===== src/rtl/csa_accumulator_pkg.sv =====
// Shared definitions for the carry-save packet accumulator.
package csa_accumulator_pkg;

    localparam int unsigned DEF_DATA_W = 16;
    localparam int unsigned DEF_CNT_W  = 8;

    typedef enum logic [1:0] {
        ST_ACCUM   = 2'd0,
        ST_RESOLVE = 2'd1,
        ST_DONE    = 2'd2
    } state_t;

endpackage


===== src/rtl/csa_accumulator_csa.sv =====
// Carry-save (3:2) stage: s + c == x + y + z, no carry propagation.
module csa #(
    parameter int unsigned BITS = 8
) (
    input  logic [BITS-1:0] x,
    input  logic [BITS-1:0] y,
    input  logic [BITS-1:0] z,
    output logic [BITS-1:0] s,
    output logic [BITS-1:0] c
);

    logic [BITS-1:0] maj;

    assign s   = x ^ y ^ z;
    assign maj = (x & y) | (x & z) | (y & z);
    assign c   = maj << 1;

endmodule


===== src/rtl/csa_accumulator.sv =====
// Streaming multi-operand adder: running total kept in carry-save form,
// resolved with a single carry-propagate add at the end of each packet.
module csa_accumulator
    import csa_accumulator_pkg::*;
#(
    parameter int unsigned DATA_W = DEF_DATA_W,
    parameter int unsigned CNT_W  = DEF_CNT_W
) (
    input  logic              clk,
    input  logic              rst,
    input  logic [DATA_W-1:0] in_data,
    input  logic              in_valid,
    input  logic              in_last,
    output logic              in_ready,
    output logic [DATA_W-1:0] out_sum,
    output logic [CNT_W-1:0]  out_count,
    output logic              out_ovf,
    output logic              out_valid,
    input  logic              out_ready
);

    localparam int unsigned AW = DATA_W + 1;
    // Bits above DATA_W never affect the result mod 2^DATA_W, so they are dropped on feedback.
    localparam logic [AW-1:0] LOW_MASK = {1'b0, {DATA_W{1'b1}}};

    state_t            state_q, state_d;
    logic [AW-1:0]     acc_s_q, acc_s_d, acc_c_q, acc_c_d;
    logic [AW-1:0]     csa_s, csa_c;
    logic [CNT_W-1:0]  count_q, count_d, count_inc;
    logic              ovf_q, ovf_d;
    logic [DATA_W-1:0] out_sum_q, out_sum_d, resolved;
    logic [CNT_W-1:0]  out_count_q, out_count_d;
    logic              out_ovf_q, out_ovf_d;
    logic              out_valid_q, out_valid_d;
    logic              accept, at_max;

    csa #(.BITS(AW)) u_csa (
        .x (acc_s_q),
        .y (acc_c_q),
        .z ({1'b0, in_data}),
        .s (csa_s),
        .c (csa_c)
    );

    assign accept    = in_valid && (state_q == ST_ACCUM);
    assign count_inc = count_q + 1'b1;
    assign at_max    = (count_inc == '1);
    assign resolved  = DATA_W'(acc_s_q + acc_c_q);

    always_ff @(posedge clk) begin
        if (rst) begin
            state_q     <= ST_ACCUM;
            acc_s_q     <= '0;
            acc_c_q     <= '0;
            count_q     <= '0;
            ovf_q       <= 1'b0;
            out_sum_q   <= '0;
            out_count_q <= '0;
            out_ovf_q   <= 1'b0;
            out_valid_q <= 1'b0;
        end else begin
            state_q     <= state_d;
            acc_s_q     <= acc_s_d;
            acc_c_q     <= acc_c_d;
            count_q     <= count_d;
            ovf_q       <= ovf_d;
            out_sum_q   <= out_sum_d;
            out_count_q <= out_count_d;
            out_ovf_q   <= out_ovf_d;
            out_valid_q <= out_valid_d;
        end
    end

    always_comb begin
        state_d = state_q;
        case (state_q)
            ST_ACCUM:   if (accept && (in_last || at_max)) state_d = ST_RESOLVE;
            ST_RESOLVE: state_d = ST_DONE;
            ST_DONE:    if (out_ready) state_d = ST_ACCUM;
            default:    state_d = ST_ACCUM;
        endcase
    end

    always_comb begin
        in_ready    = (state_q == ST_ACCUM);
        acc_s_d     = acc_s_q;
        acc_c_d     = acc_c_q;
        count_d     = count_q;
        ovf_d       = ovf_q;
        out_sum_d   = out_sum_q;
        out_count_d = out_count_q;
        out_ovf_d   = out_ovf_q;
        out_valid_d = out_valid_q;
        case (state_q)
            ST_ACCUM: begin
                if (accept) begin
                    acc_s_d = csa_s & LOW_MASK;
                    acc_c_d = csa_c & LOW_MASK;
                    count_d = count_inc;
                    ovf_d   = at_max && !in_last;
                end
            end
            ST_RESOLVE: begin
                out_sum_d   = resolved;
                out_count_d = count_q;
                out_ovf_d   = ovf_q;
                out_valid_d = 1'b1;
                acc_s_d     = '0;
                acc_c_d     = '0;
                count_d     = '0;
                ovf_d       = 1'b0;
            end
            ST_DONE: begin
                if (out_ready) out_valid_d = 1'b0;
            end
            default: ;
        endcase
    end

    assign out_sum   = out_sum_q;
    assign out_count = out_count_q;
    assign out_ovf   = out_ovf_q;
    assign out_valid = out_valid_q;

endmodule


===== config.mk =====
export PLATFORM = sky130hd
export DESIGN_NAME = csa_accumulator
export DESIGN_NICKNAME = d
export VERILOG_FILES = /design/src/rtl/csa_accumulator_pkg.sv /design/src/rtl/csa_accumulator_csa.sv /design/src/rtl/csa_accumulator.sv
export SDC_FILE = /design/constraint.sdc
export NUM_CORES = 1
export LEC_CHECK = 0
export ABC_AREA = 1
export CORE_MARGIN = 2
export CORE_UTILIZATION = 45
export DETAILED_ROUTE_END_ITERATION = 8
export PLACE_DENSITY = 0.69
export SYNTH_ARGS = -nofsm -noshare
export SYNTH_HDL_FRONTEND = slang
export SYNTH_SLANG_ARGS = --single-unit

===== constraint.sdc =====
create_clock -name clk -period 2.5 [get_ports clk]
set_clock_uncertainty 0.15 [all_clocks]
set_input_delay 0.5 -clock clk [delete_from_list [all_inputs] [get_ports clk]]
set_output_delay 0.5 -clock clk [all_outputs]
set_load 0.1 [all_outputs]

# ---- After elaboration in Yosys (flattened, before gate mapping)
# Index checks and enable logic that the tools add are counted.
dict set report totals {
  reg_bits 69
  in_bits 21
  out_inout_bits 27
  word_cells 48
}
dict set report classes {
  addsub 2
  eq_ne 6
  n_mux 13
  bitwise_logic 7
  n_reduce_logical 11
}
# cell count
set ops {}
lappend ops {{$pmux W16 S2} 2}
lappend ops {{$and A15 B15 Y15} 3}
lappend ops {{$mux W16} 2}
lappend ops {{$xor A16 B16 Y16} 2}
lappend ops {{$or A15 B15 Y15} 2}
lappend ops {{$add A16 B16 Y16} 1}
lappend ops {{$pmux W8 S2} 1}
lappend ops {{$add A8 B1 Y8 const B} 1}
lappend ops {{$eq A8 B8 Y1 const B} 1}
lappend ops {{$mux W8} 1}
lappend ops {{$pmux W2 S3} 1}
lappend ops {{$reduce_and A2 Y1} 3}
lappend ops {{$mux W2} 2}
lappend ops {{$ne A2 B1 Y1 const B} 2}
lappend ops {{$pmux W1 S2} 2}
lappend ops {{$reduce_bool A2 Y1} 2}
lappend ops {{$logic_and A1 B1 Y1} 3}
lappend ops {{$eq A2 B1 Y1 const B} 1}
lappend ops {{$eq A2 B2 Y1 const B} 1}
lappend ops {{$logic_not A2 Y1} 1}
lappend ops {{$mux W1} 2}
lappend ops {{$ne A2 B2 Y1 const B} 1}
lappend ops {{$logic_not A1 Y1} 1}
lappend ops {{$logic_or A1 B1 Y1} 1}

# ---- Logic depth before layout (Yosys ltp)
# Gate-level depths: netlist of run 1.
dict set report depth {
  word_depth 6
  mapped_depth 11
  ltp_nobuf 11
}

# ---- Cells and area by module
# From an unflattened synthesis of run 1, not the netlist that was laid out.
dict set report unflattened {
  hier_cells 549
  hier_area_um2 3870.0
}
# module n_inst cells_each area_each_um2 seq_area_each_um2
set by_module_without_submodules {}
lappend by_module_without_submodules {csa_accumulator 1 522 3503.4 1381.3}
lappend by_module_without_submodules {csa 1 27 366.6 0.0}

# ---- Worst setup path after synthesis of run 1
# No wires, ideal clock.
dict set report synth_timing {
  path_kind {register -> register}
  from {reg state_q[1]}
  to {reg count_q[4]}
  setup_ps 134
  t_arrival_ps 1823
  required_ps 2216
  setup_slack_ps 393
  path_stages_with_launch 8
  n_path_buf 1
  synth_period_minus_slack_ps 2107
  cell_sequence {dfxtp_1 nor2_2 nand2_2 nand2_2 inv_2 buf_2 nand2_1 a21oi_1}
}
dict set report synth_between {
  elab_chain_len 4
  elab_cells_between_ends 7
  classes_between {eq/ne: 2; mux: 1; reduce/logical: 4}
}
# item line_no
set synth_lines {}
lappend synth_lines {{from (decl)} csa_accumulator.sv:26} ;# state_t state_q, state_d;
lappend synth_lines {{from (signal assigned)} csa_accumulator.sv:62} ;# state_q <= state_d;
lappend synth_lines {{$logic_not A2 Y1 (*)} n/a}
lappend synth_lines {{net in_ready} csa_accumulator.sv:14} ;# output logic in_ready,
lappend synth_lines {{$logic_and A1 B1 Y1} csa_accumulator.sv:45} ;# assign accept = in_valid && (state_q == ST_ACCUM);
lappend synth_lines {{$ne A2 B1 Y1 (no source line)} n/a}
lappend synth_lines {{$reduce_and A2 Y1 (no source line)} n/a}
lappend synth_lines {{to (signal assigned)} csa_accumulator.sv:65} ;# count_q <= count_d;
lappend synth_lines {{to (decl)} csa_accumulator.sv:29} ;# logic [CNT_W-1:0] count_q, count_d, count_inc;
# Mark *: on every way through the listed nets, which the timed path passes. The rest lies on a longest branch.
# A chain may end at the register's enable or synchronous reset.

# ---- Worst setup path in the final report of run 1
dict set report layout_timing {
  from {reg acc_s_q[1]}
  to {reg out_sum_q[9] (netlist: out_sum[9])}
}
dict set report layout_between {
  elab_chain_len 1
}
# item line_no
set layout_lines {}
lappend layout_lines {{from (decl)} csa_accumulator.sv:27} ;# logic [AW-1:0] acc_s_q, acc_s_d, acc_c_q, acc_c_d;
lappend layout_lines {{from (signal assigned)} csa_accumulator.sv:63} ;# acc_s_q <= acc_s_d;
lappend layout_lines {{$add A16 B16 Y16} csa_accumulator.sv:48} ;# assign resolved = DATA_W'(acc_s_q + acc_c_q);
lappend layout_lines {{to (signal assigned)} csa_accumulator.sv:67} ;# out_sum_q <= out_sum_d;
lappend layout_lines {{to (decl)} csa_accumulator.sv:31} ;# logic [DATA_W-1:0] out_sum_q, out_sum_d, resolved;
# Every way passes these cells.

==> impl_metrics.yaml, run 1 <==
run_status:
  status: "completed"
yosys:
  syn_nets: 587
  synth_common_cells: "154 x nand2_1, 68 x dfxtp_1, 60 x inv_1"
  yosysTopAreaCell: "dfxtp_1"
  synth_most_common_cell: "nand2_1"
  ys_warn_count: 0
  synth_edf_count: 0
  synthAdderAreaFrac: 0.136
  synthXorXnorAreaFrac: 0.0208
  post_synth_and_or_nand_nor_area_fraction: 0.286
  async_flop_share: 0
  synth_area_sq_um: 3780
  yosys.area.top_type_share: 0.360
  synth_top_family_by_area: "simple AND/OR/NAND/NOR gates"
  synth_cell_types: 25
  synth-compound-area-share: 0.108
  synth_cells: 534
  avgSynthCellArea_sq_um: 7.09
  synthTopCellsByArea: "dfxtp_1 36%, nand2_1 15%, fa_1 7.9%"
  synthMuxAreaShare: 0
  synth_seq_cells: 68
  yosysSeqAreaShare: 0.360
  synthFlopType: "dfxtp_1"
timing:
  worst_pin_slew_ns: 0.491
  rsz0062_at_grt: "no"
  setup_viol: 0
  slew_headroom: 0.673
  report.final.slew_viol_count: 0
  timing.final.crit_period_ns: 2.05
  period_share: 0.819
  hold_viol: 0
  finalSetupTns_ns: 0
  fmax_mhz: 489
die:
  num_rows: 33
  ios: 48
  die_h_um: 95.7
  coreArea_sq_um: 8180
  initial_core_util: 0.463
  fp.dieArea_sq_um: 9160
  die_w_um: 95.7
drt:
  wl_um: 8310
  drt_iter0_markers: 124
  vias: 3354
  routedWlPerCell_um: 12.1
  ant_nets: 0
  drc: 0
  via_per_inst: 4.88
  drt-pass1-iter-count: 4
worst_setup_path:
  crit_type: "reg2reg"
  critical_path_peak_fanout: 3
  start_kind: "register"
  crit_arrival_ns: 2.13
  crit_required_ns: 2.59
  path_cells: "ha_1 -> fa_1 -> nand3_1 -> nand3_1 -> nand2_1 -> nand2_1 -> xor2_1 -> o21ai_0 -> inv_1"
  critPathCaptureType: "register"
  cp_top_family: "adder cells"
  cp_num_buf_inv: 1
  max_stage_delay_ns: 0.44
  slowest_stage: "fa_1"
cts:
  h-tree-depth: 3
  cts-buffers-inserted: 9
  cts-root-buf: "clkbuf_8"
  cts_tree: "done"
  insertion_delay_ns: 0.35
  clk_pin_slew_ns: 0.07
  post_cts_buffers: 0
  post_cts_resized: 0
  clockBufferDepth: 2
  holdBufCountCts: 0
  clock-sinks: 68
pwr:
  powerDensity_nw_per_um2: 565
  clock_power_share: 0.322
  internal-power_mw: 1.66
  netSwitchingFraction: 0.341
  p_comb_frac: 0.207
  peakVddDrop_mv: 0.353
  power_frac_seq: 0.471
  p_sw_mw: 0.859
  p_leak_nw: 2.09
placement:
  io_buffers: 47
  hpwlAfterDp_um: 5900
  dpl_cell_area_sq_um: 4290
  gp_congestion: 0.883
global_route:
  antenna_found_initial: 0
  grt_usage: 0.201
  grt_pass1_wl_um: 14300
  grt_max_degree: 45
  gr-total-overflow: 0
  grt_pass1_vias: 3120
cells_and_area:
  drive_gt1_frac: 0.113
  num_antenna_cells: 0
  areaGrowthSynthToFinish_pct: 17.9
  nNetsFinal: 630
  fin_area_sq_um: 4460
run:
  cap_violations: 0
worst_hold_path:
  min_path_type: "reg2reg"
cells in the final DEF, fill, tap and decap left out, drive strengths merged, types with 4 or more instances in the layout:
| master | netlist | routed |
|---|---|---|
| a21oi | 49 | 49 |
| nand3 | 41 | 41 |
| nand4 | 4 | 4 |
| clkinv | 0 | 4 |
| dfxtp | 68 | 68 |
| xor2 | 7 | 7 |
| nand2 | 158 | 158 |
| o21ai | 30 | 30 |
| buf | 12 | 32 |
| ha | 17 | 17 |
| clkdlybuf4s50 | 0 | 20 |
| clkbuf | 8 | 9 |
| nor2 | 56 | 56 |
| fa | 15 | 15 |
| inv | 65 | 66 |
cell families (layout without fill, tap and decap cells):
group / after synthesis / in the layout
AO/OA/AOI/OAI: 80 / 80
adder cells (fa/ha/maj): 32 / 32
AND/OR/NAND/NOR: 260 / 260
XOR/XNOR: 9 / 9
buffers and inverters: 85 / 133
flip-flops: 68 / 68
per-layer routing:
metal  vias to the layer above  track usage  wire length [um]  part of all wire
li1                       1774            -                 -                 -
met1                      1480        0.281              4150              0.50
met2                        86        0.305              3580              0.43
met3                        14       0.0337               380             0.046
met4                         0       0.0905               198             0.024
met5                         -            0                 0                 0
power by group through the flow:
| stage | combinational (mW) | sequential [mW] | clock [mW] |
|---|---|---|---|
| floorplan | 0.233 | 1.36 | 0 |
| global placement | 0.517 | 1.21 | 0 |
| detailed placement | 0.521 | 1.21 | 0 |
| CTS | 0.525 | 1.19 | 0.836 |
| global route | 0.579 | 1.20 | 0.881 |
| finish | 0.523 | 1.19 | 0.812 |
final timing paths:
check,startpoint,endpoint,slack [ns],cells after the start
setup / recovery,acc_s_q[1],out_sum[9],0.45,9
setup reg to reg,acc_s_q[1],out_sum[9],0.45,9
hold reg to reg,ovf_q,ovf_q,0.33,2
hold / removal,ovf_q,ovf_q,0.33,2
worst min-delay path, delay by kind of cell, from the launching register on:
family / cells / cell delay [ns]
AO/OA/AOI/OAI: 1 / 0.05
flip-flops: 1 / 0.31
AND/OR/NAND/NOR: 1 / 0.07
registers in the layout, summed over array words and instances (netlist names):
register,cells
state_q,2
out_count,8
count_q,8
out_valid,1
acc_s_q,16
acc_c_q,15
out_ovf,1
out_sum,16
ovf_q,1
area by class of cell:
type	instances	area (sq um)
Clock inverter	7	51.3
Sequential cell	68	1360
Clock buffer	9	124
Tap cell	105	131
Timing Repair Buffer	52	465
Multi-Input combinational cell	381	2080
Fill cell	809	3710
Inverter	65	244
through the flow:
step                worst slack, ns  hold slack [ns]  utilization  power, mW  cells
global placement              0.518            0.317        0.524       1.73    671
floorplan                     0.393            0.305            -       1.59    534
global route                  0.307            0.356        0.546       2.66    687
CTS                           0.473            0.333        0.546       2.55    687
detailed placement            0.474            0.320        0.524       1.74    671
finish                        0.453            0.332        0.546       2.52    687
Power figures use the tool's default switching activity.
==> run 2: changes to the inputs <==
Clock period 2.5 ns to 2.1 ns, I/O delays scaled along.
==> run 2 against run 1 <==
- non-clock buffer count is 4 higher
- core utilization is 1.5 points higher
- flip-flop and latch count stayed put
- cell area is 2.7% higher
- final cell count is 0.58% higher
- power is 30% higher
- register-to-register slack worse by 0.23 ns
- combinational power is 24% higher
- sequential share of layout area is 0.82 points lower
- clock power is 50% higher
- clock-buffer cell count stayed put
- critical endpoint unchanged
- highest routed layer unchanged
==> impl_metrics.yaml, run 2 (synthesis gave the netlist of run 1 again) <==
cts:
  cts-buffers-inserted: 9
  h-tree-depth: 3
  holdBufCountCts: 0
  clk_pin_slew_ns: 0.08
  post_cts_resized: 0
  clockBufferDepth: 2
  cts-root-buf: "clkbuf_8"
  clock-sinks: 68
  post_cts_buffers: 0
  insertion_delay_ns: 0.35
  cts_tree: "done"
drt:
  routedWlPerCell_um: 12.5
  vias: 3360
  drt_iter0_markers: 118
  ant_nets: 0
  via_per_inst: 4.86
  drt-pass1-iter-count: 4
  drc: 0
  wl_um: 8670
placement:
  gp_congestion: 0.868
  hpwlAfterDp_um: 6220
  dpl_cell_area_sq_um: 4360
  io_buffers: 47
timing:
  finalSetupTns_ns: 0
  worst_pin_slew_ns: 0.416
  slew_headroom: 0.722
  rsz0062_at_grt: "no"
  setup_viol: 0
  timing.final.crit_period_ns: 1.88
  period_share: 0.893
  fmax_mhz: 533
  report.final.slew_viol_count: 0
  hold_viol: 0
cells_and_area:
  fillCellCount: 804
  layout_commonest_cell: "nand2_1"
  areaGrowthSynthToFinish_pct: 21.1
  nNetsFinal: 634
  num_antenna_cells: 0
  fin_area_sq_um: 4580
  drive_gt1_frac: 0.121
  final_cell_mix: "154 x nand2_1, 68 x dfxtp_1, 60 x inv_1"
worst_setup_path:
  crit_type: "reg2reg"
  r2r_slack_ns: 0.22
  start_kind: "register"
  r2r_start: "acc_s_q[1]"
  rr_worst_depth: 9
  r2r-end: "out_sum[9]"
  crit_required_ns: 2.20
  critical_path_peak_fanout: 3
  critPathCaptureType: "register"
  crit_arrival_ns: 1.98
worst_hold_path:
  min_path_type: "reg2reg"
  holdPathStages: 2
  min_from: "acc_s_q[15]"
  holdPathEnd: "acc_s_q[15]"
global_route:
  gr-total-overflow: 0
  antenna_found_initial: 0
  grt_pass1_wl_um: 14500
  grt_usage: 0.204
  grt_pass1_vias: 3129
  grt_max_degree: 45
pwr:
  p_leak_nw: 2.15
  peakVddDrop_mv: 0.478
  powerDensity_nw_per_um2: 717
  power.total_mw: 3.29
die:
  initial_core_util: 0.463
  num_rows: 33
  ios: 48
  fp.dieArea_sq_um: 9160
  die_w_um: 95.7
  die_h_um: 95.7
  coreArea_sq_um: 8180
run_status:
  status: "completed"
run:
  cap_violations: 0
run 2: layout make-up:
type | count | area, sq um | share of cell area
Multi-Input combinational cell | 381 | 2090 | 0.456
Sequential cell | 68 | 1360 | 0.297
Timing Repair Buffer | 56 | 533 | 0.116
Inverter | 65 | 244 | 0.0532
Tap cell | 105 | 131 | 0.0287
Clock buffer | 9 | 124 | 0.0270
Clock inverter | 7 | 98.8 | 0.0216
run 2: worst max path at each step:
| stage | to | start | cells after the start | slack (ns) |
|---|---|---|---|---|
| after detailed placement | out_sum[9] | acc_s_q[1] | 9 | 0.13 |
| after CTS | out_sum[9] | acc_s_q[1] | 9 | 0.11 |
| final | out_sum[9] | acc_s_q[1] | 9 | 0.22 |
| after global placement | out_sum[9] | acc_s_q[1] | 9 | 0.14 |
| after floorplan | out_sum[9] | acc_s_q[1] | 9 | 0.25 |
| after global routing | out_sum[9] | acc_s_q[1] | 9 | 0.04 |
run 2: critical path: stages, from the launching register on:
cell and delay [ns]:
dfxtp_1 0.34, ha_1 0.25, fa_2 0.39, nand3_1 0.10, nand3_1 0.12, nand2_1 0.08
nand2_1 0.05, xor2_1 0.14, o21ai_1 0.11, inv_1 0.04
run 2: routing by layer:
layer / GRT usage / vias to the layer above / part of all wire
met5: 0 / - / 0
met4: 0.0417 / 0 / 0.0081
met3: 0.0493 / 7 / 0.052
met2: 0.337 / 67 / 0.46
met1: 0.273 / 1508 / 0.48
li1: - / 1778 / -
run 2: power breakdown:
part | total (mW) | switching [mW] | internal [mW]
clock | 1.22 | 0.546 | 0.674
combinational | 0.651 | 0.439 | 0.212
sequential | 1.42 | 0.0597 | 1.36
run 2: per-stage QoR:
stage | util | setup WS, ns | instances | hold slack [ns]
2_1_floorplan | - | 0.251 | 534 | 0.305
3_3_place_gp | 0.533 | 0.144 | 675 | 0.319
3_5_place_dp | 0.533 | 0.126 | 675 | 0.322
4_1_cts | 0.560 | 0.111 | 691 | 0.335
5_1_grt | 0.561 | 0.0430 | 691 | 0.358
6_report | 0.561 | 0.224 | 691 | 0.333
